<file path="config.mk">
export PLATFORM = sky130hd
export DESIGN_NAME = aes_shiftrows_pipe_flat
export DESIGN_NICKNAME = d
export VERILOG_FILES = /design/src/rtl/aes_shiftrows_pipe_if.sv /design/src/rtl/aes_shiftrows_pipe.sv /design/src/flat_wrapper.sv
export SDC_FILE = /design/constraint.sdc
export NUM_CORES = 1
export LEC_CHECK = 0
export ABC_AREA = 1
export BUFFER_PORTS_ARGS = -buffer_cell sky130_fd_sc_hd__buf_2
export CORE_AREA = 2 2 152 154
export DETAILED_ROUTE_END_ITERATION = 7
export DIE_AREA = 0 0 154 156
export GPL_ROUTABILITY_DRIVEN = 0
export PLACE_DENSITY = 0.93
export RECOVER_POWER = 100
export SYNTH_ARGS = -nofsm -noshare
export SYNTH_HDL_FRONTEND = slang
export SYNTH_SLANG_ARGS = --single-unit
</file>
<file path="constraint.sdc">
create_clock -name clk_i -period 21.3 [get_ports clk_i]
set_input_delay 1.065 -clock clk_i [delete_from_list [all_inputs] [get_ports clk_i]]
set_output_delay 1.065 -clock clk_i [all_outputs]
set_load 0.02 [all_outputs]
</file>
<file path="src/rtl/aes_shiftrows_pipe_if.sv">
// rtl/aes_shiftrows_pipe_if.sv - block handshake bundle for the ShiftRows pipeline
//
// Carries one input stream (valid/ready/mode/state) and one output stream of
// the same shape.
//   slave  : the pipeline side (consumes in_*, produces out_*)
//   master : the producer/consumer side around the pipeline
// Parameter W is the state width in bits (32 * columns).

interface aes_shiftrows_pipe_if #(
   parameter int W = 128
);
   logic         in_valid_i;
   logic         in_ready_o;
   logic         in_mode_i;
   logic [W-1:0] in_state_i;
   logic         out_valid_o;
   logic         out_ready_i;
   logic         out_mode_o;
   logic [W-1:0] out_state_o;

   modport slave (
      input  in_valid_i, in_mode_i, in_state_i, out_ready_i,
      output in_ready_o, out_valid_o, out_mode_o, out_state_o
   );

   modport master (
      output in_valid_i, in_mode_i, in_state_i, out_ready_i,
      input  in_ready_o, out_valid_o, out_mode_o, out_state_o
   );
endinterface

</file>
<file path="src/rtl/aes_shiftrows_pipe.sv">
// rtl/aes_shiftrows_pipe.sv - AES (Inv)ShiftRows stage with main + skid buffering
//
// Applies ShiftRows (mode 0, rotate left) or InvShiftRows (mode 1, rotate
// right) to a column-major NB-column state and buffers the result in a main
// register (drives the outputs) backed by one skid register.
// Ports:
//   clk_i     : clock, rising edge
//   rst_i     : asynchronous active-high reset
//   flush_i   : synchronous clear of all buffered blocks
//   bus       : aes_shiftrows_pipe_if.slave (in/out valid, ready, mode, state)
//   blk_cnt_o : 16-bit output transfer count, only when AES_SHIFTROWS_PIPE_CNT_EN
//               is defined
// Optional feature macro: AES_SHIFTROWS_PIPE_CNT_EN

module aes_shiftrows_pipe #(
   parameter int NB = 4,
   parameter int W  = 32*NB
) (
   input  logic clk_i,
   input  logic rst_i,
   input  logic flush_i,
`ifdef AES_SHIFTROWS_PIPE_CNT_EN
   output logic [15:0] blk_cnt_o,
`endif
   aes_shiftrows_pipe_if.slave bus
);

   if (!(NB == 4 || NB == 6 || NB == 8) || W != 32*NB) begin : g_bad_cfg
      $error("aes_shiftrows_pipe: NB must be 4, 6 or 8 and W must equal 32*NB");
   end

   // Row offsets: rows 2 and 3 shift one further for the 8-column state.
   function automatic int row_off(input int r);
      if (r == 0)      return 0;
      else if (r == 1) return 1;
      else if (NB == 8) return r + 1;
      else             return r;
   endfunction

   // Pure byte permutation; byte k sits at bits [W-1-8k -: 8], row k%4, col k/4.
   function automatic logic [W-1:0] shift_rows(input logic [W-1:0] s, input logic inv);
      logic [W-1:0] o;
      int src;
      o = '0;
      for (int r = 0; r < 4; r++) begin
         for (int c = 0; c < NB; c++) begin
            if (inv) src = (c - row_off(r) + NB) % NB;
            else     src = (c + row_off(r)) % NB;
            o[W-1-8*(4*c+r) -: 8] = s[W-1-8*(4*src+r) -: 8];
         end
      end
      return o;
   endfunction

   logic         main_valid;
   logic         main_mode;
   logic [W-1:0] main_state;
   logic         skid_valid;
   logic         skid_mode;
   logic [W-1:0] skid_state;
   logic [W-1:0] xf_state;
   logic         in_fire;
   logic         main_open;

   assign xf_state  = shift_rows(bus.in_state_i, bus.in_mode_i);
   // in_ready is purely registered, so accepting only depends on skid_valid.
   assign in_fire   = bus.in_valid_i && !skid_valid;
   // Main can take new data this edge: empty, or its block leaves now.
   assign main_open = !main_valid || bus.out_ready_i;

   always_ff @(posedge clk_i or posedge rst_i) begin
      if (rst_i) begin
         main_valid <= 1'b0;
         main_mode  <= 1'b0;
         main_state <= '0;
         skid_valid <= 1'b0;
         skid_mode  <= 1'b0;
         skid_state <= '0;
      end else if (flush_i) begin
         // Flush wins over any simultaneous accept.
         main_valid <= 1'b0;
         skid_valid <= 1'b0;
      end else if (main_open) begin
         if (skid_valid) begin
            // Skid is older than anything arriving; in_ready was 0 so nothing arrives.
            main_state <= skid_state;
            main_mode  <= skid_mode;
            main_valid <= 1'b1;
            skid_valid <= 1'b0;
         end else if (in_fire) begin
            main_state <= xf_state;
            main_mode  <= bus.in_mode_i;
            main_valid <= 1'b1;
         end else begin
            main_valid <= 1'b0;
         end
      end else if (in_fire) begin
         skid_state <= xf_state;
         skid_mode  <= bus.in_mode_i;
         skid_valid <= 1'b1;
      end
   end

   assign bus.in_ready_o  = !skid_valid;
   assign bus.out_valid_o = main_valid;
   assign bus.out_mode_o  = main_mode;
   assign bus.out_state_o = main_state;

`ifdef AES_SHIFTROWS_PIPE_CNT_EN
   logic out_fire;
   assign out_fire = main_valid && bus.out_ready_i;

   // Counts every output transfer, including one coinciding with a flush.
   always_ff @(posedge clk_i or posedge rst_i) begin
      if (rst_i)         blk_cnt_o <= 16'd0;
      else if (out_fire) blk_cnt_o <= blk_cnt_o + 16'd1;
   end
`endif

endmodule

</file>
<file path="src/flat_wrapper.sv">
// flat-port wrapper written by rule: the top's interface ports become plain ports
module aes_shiftrows_pipe_flat 
#(
   parameter int NB = 4,
   parameter int W  = 32*NB
)
  (clk_i, rst_i, flush_i, bus_in_valid_i, bus_in_mode_i, bus_in_state_i, bus_out_ready_i, bus_in_ready_o, bus_out_valid_o, bus_out_mode_o, bus_out_state_o);
  aes_shiftrows_pipe_if #(.W(W)) bus_i ();
  input  logic clk_i;
  input  logic rst_i;
  input  logic flush_i;
  input wire logic [$bits(bus_i.in_valid_i)-1:0] bus_in_valid_i;
  input wire logic [$bits(bus_i.in_mode_i)-1:0] bus_in_mode_i;
  input wire logic [$bits(bus_i.in_state_i)-1:0] bus_in_state_i;
  input wire logic [$bits(bus_i.out_ready_i)-1:0] bus_out_ready_i;
  output wire logic [$bits(bus_i.in_ready_o)-1:0] bus_in_ready_o;
  output wire logic [$bits(bus_i.out_valid_o)-1:0] bus_out_valid_o;
  output wire logic [$bits(bus_i.out_mode_o)-1:0] bus_out_mode_o;
  output wire logic [$bits(bus_i.out_state_o)-1:0] bus_out_state_o;
  assign bus_i.in_valid_i = bus_in_valid_i;
  assign bus_i.in_mode_i = bus_in_mode_i;
  assign bus_i.in_state_i = bus_in_state_i;
  assign bus_i.out_ready_i = bus_out_ready_i;
  assign bus_in_ready_o = bus_i.in_ready_o;
  assign bus_out_valid_o = bus_i.out_valid_o;
  assign bus_out_mode_o = bus_i.out_mode_o;
  assign bus_out_state_o = bus_i.out_state_o;
  aes_shiftrows_pipe #(.NB(NB), .W(W)) u_core (.clk_i(clk_i), .rst_i(rst_i), .flush_i(flush_i), .bus(bus_i));
endmodule
</file>
==> report_table.html <==
<table>
<tr><th>Metric</th><th>Value</th></tr>
<tr><th colspan="2">Final layout</th></tr>
<tr><td>Storage cell area</td><td>6510 um^2</td></tr>
<tr><td>Fillcell total</td><td>1,873</td></tr>
<tr><td>Net count of the finished layout</td><td>2,195</td></tr>
<tr><td>Area grow syn2layout</td><td>13.6%</td></tr>
<tr><td>Footprint of the multi-input gates</td><td>5700 um^2</td></tr>
<tr><td>Number of standard cells in the layout, taps in and fillers out</td><td>2,364</td></tr>
<tr><td>Proportion of layout cells with a drive suffix above 1</td><td>9.14%</td></tr>
<tr><td>Final Cell Area</td><td>15,000 um^2</td></tr>
<tr><th colspan="2">Flow run</th></tr>
<tr><td>Max Cap Violations</td><td>9</td></tr>
<tr><th colspan="2">Synthesis</th></tr>
<tr><td>Average footprint of a synthesized cell</td><td>6.99 um^2</td></tr>
<tr><td>Number of cells produced by synthesis</td><td>1,884</td></tr>
<tr><td>Total of warnings raised by yosys</td><td>0</td></tr>
<tr><td>Netlist Area Pre-Place</td><td>13,200 um^2</td></tr>
<tr><td>Combinational family with the most area after synthesis</td><td>simple AND/OR/NAND/NOR gates</td></tr>
<tr><td>Multiplexer share of the synthesized area</td><td>0%</td></tr>
<tr><td>Area share of the largest cell type after synthesis</td><td>49.4%</td></tr>
<tr><td>Flip-flop and latch count after synthesis</td><td>260</td></tr>
<tr><td>Arithmetic-cell share of the synthesized area counting full adders, half adders and majority gates</td><td>0%</td></tr>
<tr><td>Synth Net Count</td><td>2,018</td></tr>
<tr><td>Fraction of the mapped netlist area in compound gates</td><td>2.58%</td></tr>
<tr><td>Cell type with the largest total area after synthesis</td><td>dfrtp_1</td></tr>
<tr><td>Number of distinct library cells after synthesis</td><td>16</td></tr>
<tr><td>Synth area leaders</td><td>dfrtp_1 (49%), nand2_1 (33%), nand3_1 (7.3%), buf_2 (2.9%), o21ai_0 (2.4%)</td></tr>
<tr><td>Post-synthesis share of cell area spent on and, or, nand and nor gates</td><td>40.6%</td></tr>
<tr><td>Portion of the post-synthesis area used by sequential elements</td><td>49.4%</td></tr>
<tr><td>Xor and xnor area share after synthesis</td><td>0%</td></tr>
<tr><th colspan="2">CTS</th></tr>
<tr><td>Clock tree sinks</td><td>260</td></tr>
<tr><td>Clock Root Buffer</td><td>clkbuf_16</td></tr>
<tr><td>H-Tree Depth</td><td>1</td></tr>
<tr><td>Setup bufs post-CTS</td><td>0</td></tr>
<tr><td>Cells resized by post-CTS repair</td><td>0</td></tr>
<tr><td>Worst-path clk slew</td><td>60 ps</td></tr>
<tr><td>Number of buffers on the longest clock path</td><td>3</td></tr>
<tr><td>Total CTS buffers</td><td>27</td></tr>
<tr><td>Count of hold-fix buffers inserted at cts</td><td>0</td></tr>
<tr><td>Source-to-sink clock delay at the later pin of the worst-skew pair</td><td>530 ps</td></tr>
<tr><td>Clock tree from TritonCTS</td><td>done</td></tr>
<tr><th colspan="2">Power and ir drop</th></tr>
<tr><td>Part of the total power dissipated in the clock network</td><td>33.9%</td></tr>
<tr><td>Internal power of the cells</td><td>963 uW</td></tr>
<tr><td>Power spent charging and discharging nets</td><td>442 uW</td></tr>
<tr><td>Sw Share</td><td>31.5%</td></tr>
<tr><td>Sequential Power Share</td><td>46.5%</td></tr>
<tr><td>Maximum vdd drop</td><td>0.0603 mV</td></tr>
<tr><td>Static Leak</td><td>0.00855 uW</td></tr>
<tr><td>Comb pwr share</td><td>19.6%</td></tr>
<tr><td>Power density over cell area</td><td>93.9 nW/um^2</td></tr>
<tr><th colspan="2">GRT</th></tr>
<tr><td>Pin count of the biggest net entering global routing</td><td>115</td></tr>
<tr><td>Global-route wire length before repair</td><td>57,500 um</td></tr>
<tr><td>Total GRT Usage</td><td>28.9%</td></tr>
<tr><td>Grt total ovfl</td><td>0</td></tr>
<tr><td>Initial antenna violation count</td><td>3</td></tr>
<tr><td>Via count of the first global-routing pass</td><td>11,900</td></tr>
<tr><th colspan="2">Critical path</th></tr>
<tr><td>Cell-by-cell listing of the critical path</td><td>clkbuf_1 &gt; clkinvlp_2 &gt; clkbuf_1 &gt; nand3_1 &gt; nand2_1 &gt; nand2_1 &gt; nand2_1</td></tr>
<tr><td>Cell seen most often among critical-path stages</td><td>nand2_1</td></tr>
<tr><td>Setup slack on the worst flop-to-flop path</td><td>10,890 ps</td></tr>
<tr><td>Sort of element at the start of the critical path</td><td>register</td></tr>
<tr><td>Path type of the worst setup path</td><td>register to register</td></tr>
<tr><td>Maximum net fanout on the critical path</td><td>81</td></tr>
<tr><td>Worst setup EP type</td><td>register</td></tr>
<tr><td>Slowest-stage cell, CP</td><td>clkinvlp_2</td></tr>
<tr><td>Worst EP required</td><td>21,700 ps</td></tr>
<tr><td>Crit path arrival time</td><td>10,810 ps</td></tr>
<tr><td>Maximum cell stage delay along the critical path</td><td>3180 ps</td></tr>
<tr><th colspan="2">Placed design</th></tr>
<tr><td>Placed inst area</td><td>14,300 um^2</td></tr>
<tr><td>Number of placed instances, taps included</td><td>2,317</td></tr>
<tr><td>Port Buf Inserts</td><td>264</td></tr>
<tr><td>Placement Setup Slack</td><td>17,840 ps</td></tr>
<tr><td>HPWL reported at the end of detailed placement</td><td>21,400 um</td></tr>
<tr><th colspan="2">Floorplan</th></tr>
<tr><td>Die extent in x</td><td>154 um</td></tr>
<tr><td>Initial cell density of the core</td><td>58.9%</td></tr>
<tr><td>Die Ht</td><td>156 um</td></tr>
<tr><td>Number of rows in the core area</td><td>55</td></tr>
<tr><td>Total Die Area</td><td>24,000 um^2</td></tr>
<tr><td>Core region area</td><td>22,400 um^2</td></tr>
<tr><td>Boundary Pins</td><td>265</td></tr>
<tr><th colspan="2">Routing</th></tr>
<tr><td>Routed length per instance</td><td>14.9 um</td></tr>
<tr><td>Detailed Route WL</td><td>35,200 um</td></tr>
<tr><td>Number of optimization iterations in the first detailed-route pass</td><td>5</td></tr>
<tr><td>Starting DRC count in detailed routing</td><td>1,201</td></tr>
<tr><td>Vias post-DR</td><td>12,900</td></tr>
<tr><td>Antenna-violating nets left</td><td>0</td></tr>
<tr><td>Vias per std cell</td><td>5.45</td></tr>
<tr><td>Drc violations</td><td>0</td></tr>
<tr><th colspan="2">Min path</th></tr>
<tr><td>Hold WC Path Type</td><td>register to register</td></tr>
<tr><th colspan="2">Timing</th></tr>
<tr><td>Highest attainable clock frequency</td><td>96.1 MHz</td></tr>
<tr><td>Final hold violation count</td><td>0</td></tr>
<tr><td>Headroom to the max-slew limit</td><td>-217%</td></tr>
<tr><td>Pin slew with the least headroom to its limit</td><td>4730 ps</td></tr>
<tr><td>Worst Clk Skew</td><td>13.2 ps</td></tr>
<tr><td>Post-route fraction of the period consumed by the critical path</td><td>48.9%</td></tr>
<tr><td>Aggregate negative setup slack</td><td>0 ps</td></tr>
<tr><td>Setup repair after global routing missed its margin</td><td>no</td></tr>
<tr><td>Final setup fails</td><td>0</td></tr>
<tr><td>Final critical-path required period</td><td>10,410 ps</td></tr>
<tr><td>Final critical-path setup slack</td><td>10,890 ps</td></tr>
<tr><td>Final max-slew violation count</td><td>666</td></tr>
<tr><th colspan="2">Run status</th></tr>
<tr><td>Outcome</td><td>finished, violations left</td></tr>
<tr><td>Violations in the final reports</td><td>max-capacitance violations, max-slew violations</td></tr>
</table>
==> path summary, 6_finish.rpt <==
check                      cells past startpoint                   start                           to
setup reg to reg                               7       u_core.skid_valid    u_core.bus.out_state_o[2]
setup / recovery                               7       u_core.skid_valid    u_core.bus.out_state_o[2]
hold / removal                                 2  u_core.skid_state[120]       u_core.skid_state[120]
max in group asynchronous                      3                   rst_i   u_core.bus.out_state_o[27]
min in group asynchronous                      2                   rst_i  u_core.bus.out_state_o[123]
hold reg to reg                                2  u_core.skid_state[120]       u_core.skid_state[120]
==> layout by cell type, fill, tap and decap left out <==
cell type   instances
nand2_1          1161
nor2_2              1
buf_2             132
o21ai_0            65
buf_4               7
nor2_4              2
dfrtp_1           260
diode_2             1
a21oi_1             1
clkbuf_1          141
clkbuf_8            9
inv_2               2
o21ai_2             1
clkinvlp_2          2
bufinv_16           2
clkbuf_16          27
nand3_1           193
clkinv_2            3
inv_1              67
inv_4               1
nand2_4             1
==> kinds of logic (layout without fill, tap and decap cells) <==
logic type / after synthesis / count (layout)
simple gates: 1358 / 1358
compound gates: 67 / 67
other cells: 0 / 1
buf+inv: 199 / 393
flops: 260 / 260
==> metal layers <==
layer	wire length, um	up-vias	track usage, %
li1	-	6113	-
met1	14000	6011	38.3
met2	17000	659	48.2
met3	3170	94	5.06
met4	1000	2	10.2
met5	7	-	0
==> metrics by stage <==
| step | utilization, % | hold slack [ps] | total power, uW |
|---|---|---|---|
| 6_report | 66.9 | 469 | 1410 |
| 5_1_grt | 66.9 | 481 | 1480 |
| 4_1_cts | 67.8 | 468 | 1420 |
| 3_5_place_dp | 63.8 | 453 | 943 |
| 3_3_place_gp | 63.8 | 448 | 928 |
| 2_1_floorplan | - | 442 | 842 |
==> power groups by stage <==
stage / logic [uW] / registers (uW) / clock network (uW)
floorplan: 144 / 698 / 0
detailed placement: 287 / 655 / 0
global route: 312 / 663 / 502
finish: 275 / 653 / 477
CTS: 288 / 650 / 484
global placement: 276 / 652 / 0
==> state kept, by name (all words and copies together), names as in the netlist <==
name                    flops
u_core.bus.out_mode_o       1
u_core.bus.out_state_o    128
u_core.bus.out_valid_o      1
u_core.skid_mode            1
u_core.skid_state         128
u_core.skid_valid           1
==> worst max-delay path, delay by kind of cell, from the launching register on <==
kind          cells  cell delay (ps)
buf+inv           3             7840
simple gates      4              810
flops             1             1540
==> layout make-up <==
type | instances | share of cell area (%)
multi-input cells | 1425 | 38.1
flip-flops and latches | 260 | 43.5
diodes | 1 | 0.0167
clock inverters | 5 | 0.502
repair buffers | 275 | 8.18
well taps | 285 | 2.38
inverters | 72 | 1.84
clock buffers | 41 | 5.47
==> cell usage after synthesis <==
library cell / number
o21ai_2: 1
nor2_2: 3
nand3_1: 193
buf_2: 76
inv_2: 3
buf_4: 17
buf_6: 9
buf_1: 1
nand2_2: 1
clkbuf_1: 24
nand2_1: 1161
dfrtp_1: 260
o21ai_0: 64
a21oi_1: 1
inv_1: 69
o21ai_1: 1
Note: power is estimated with default switching activity, not from simulation.
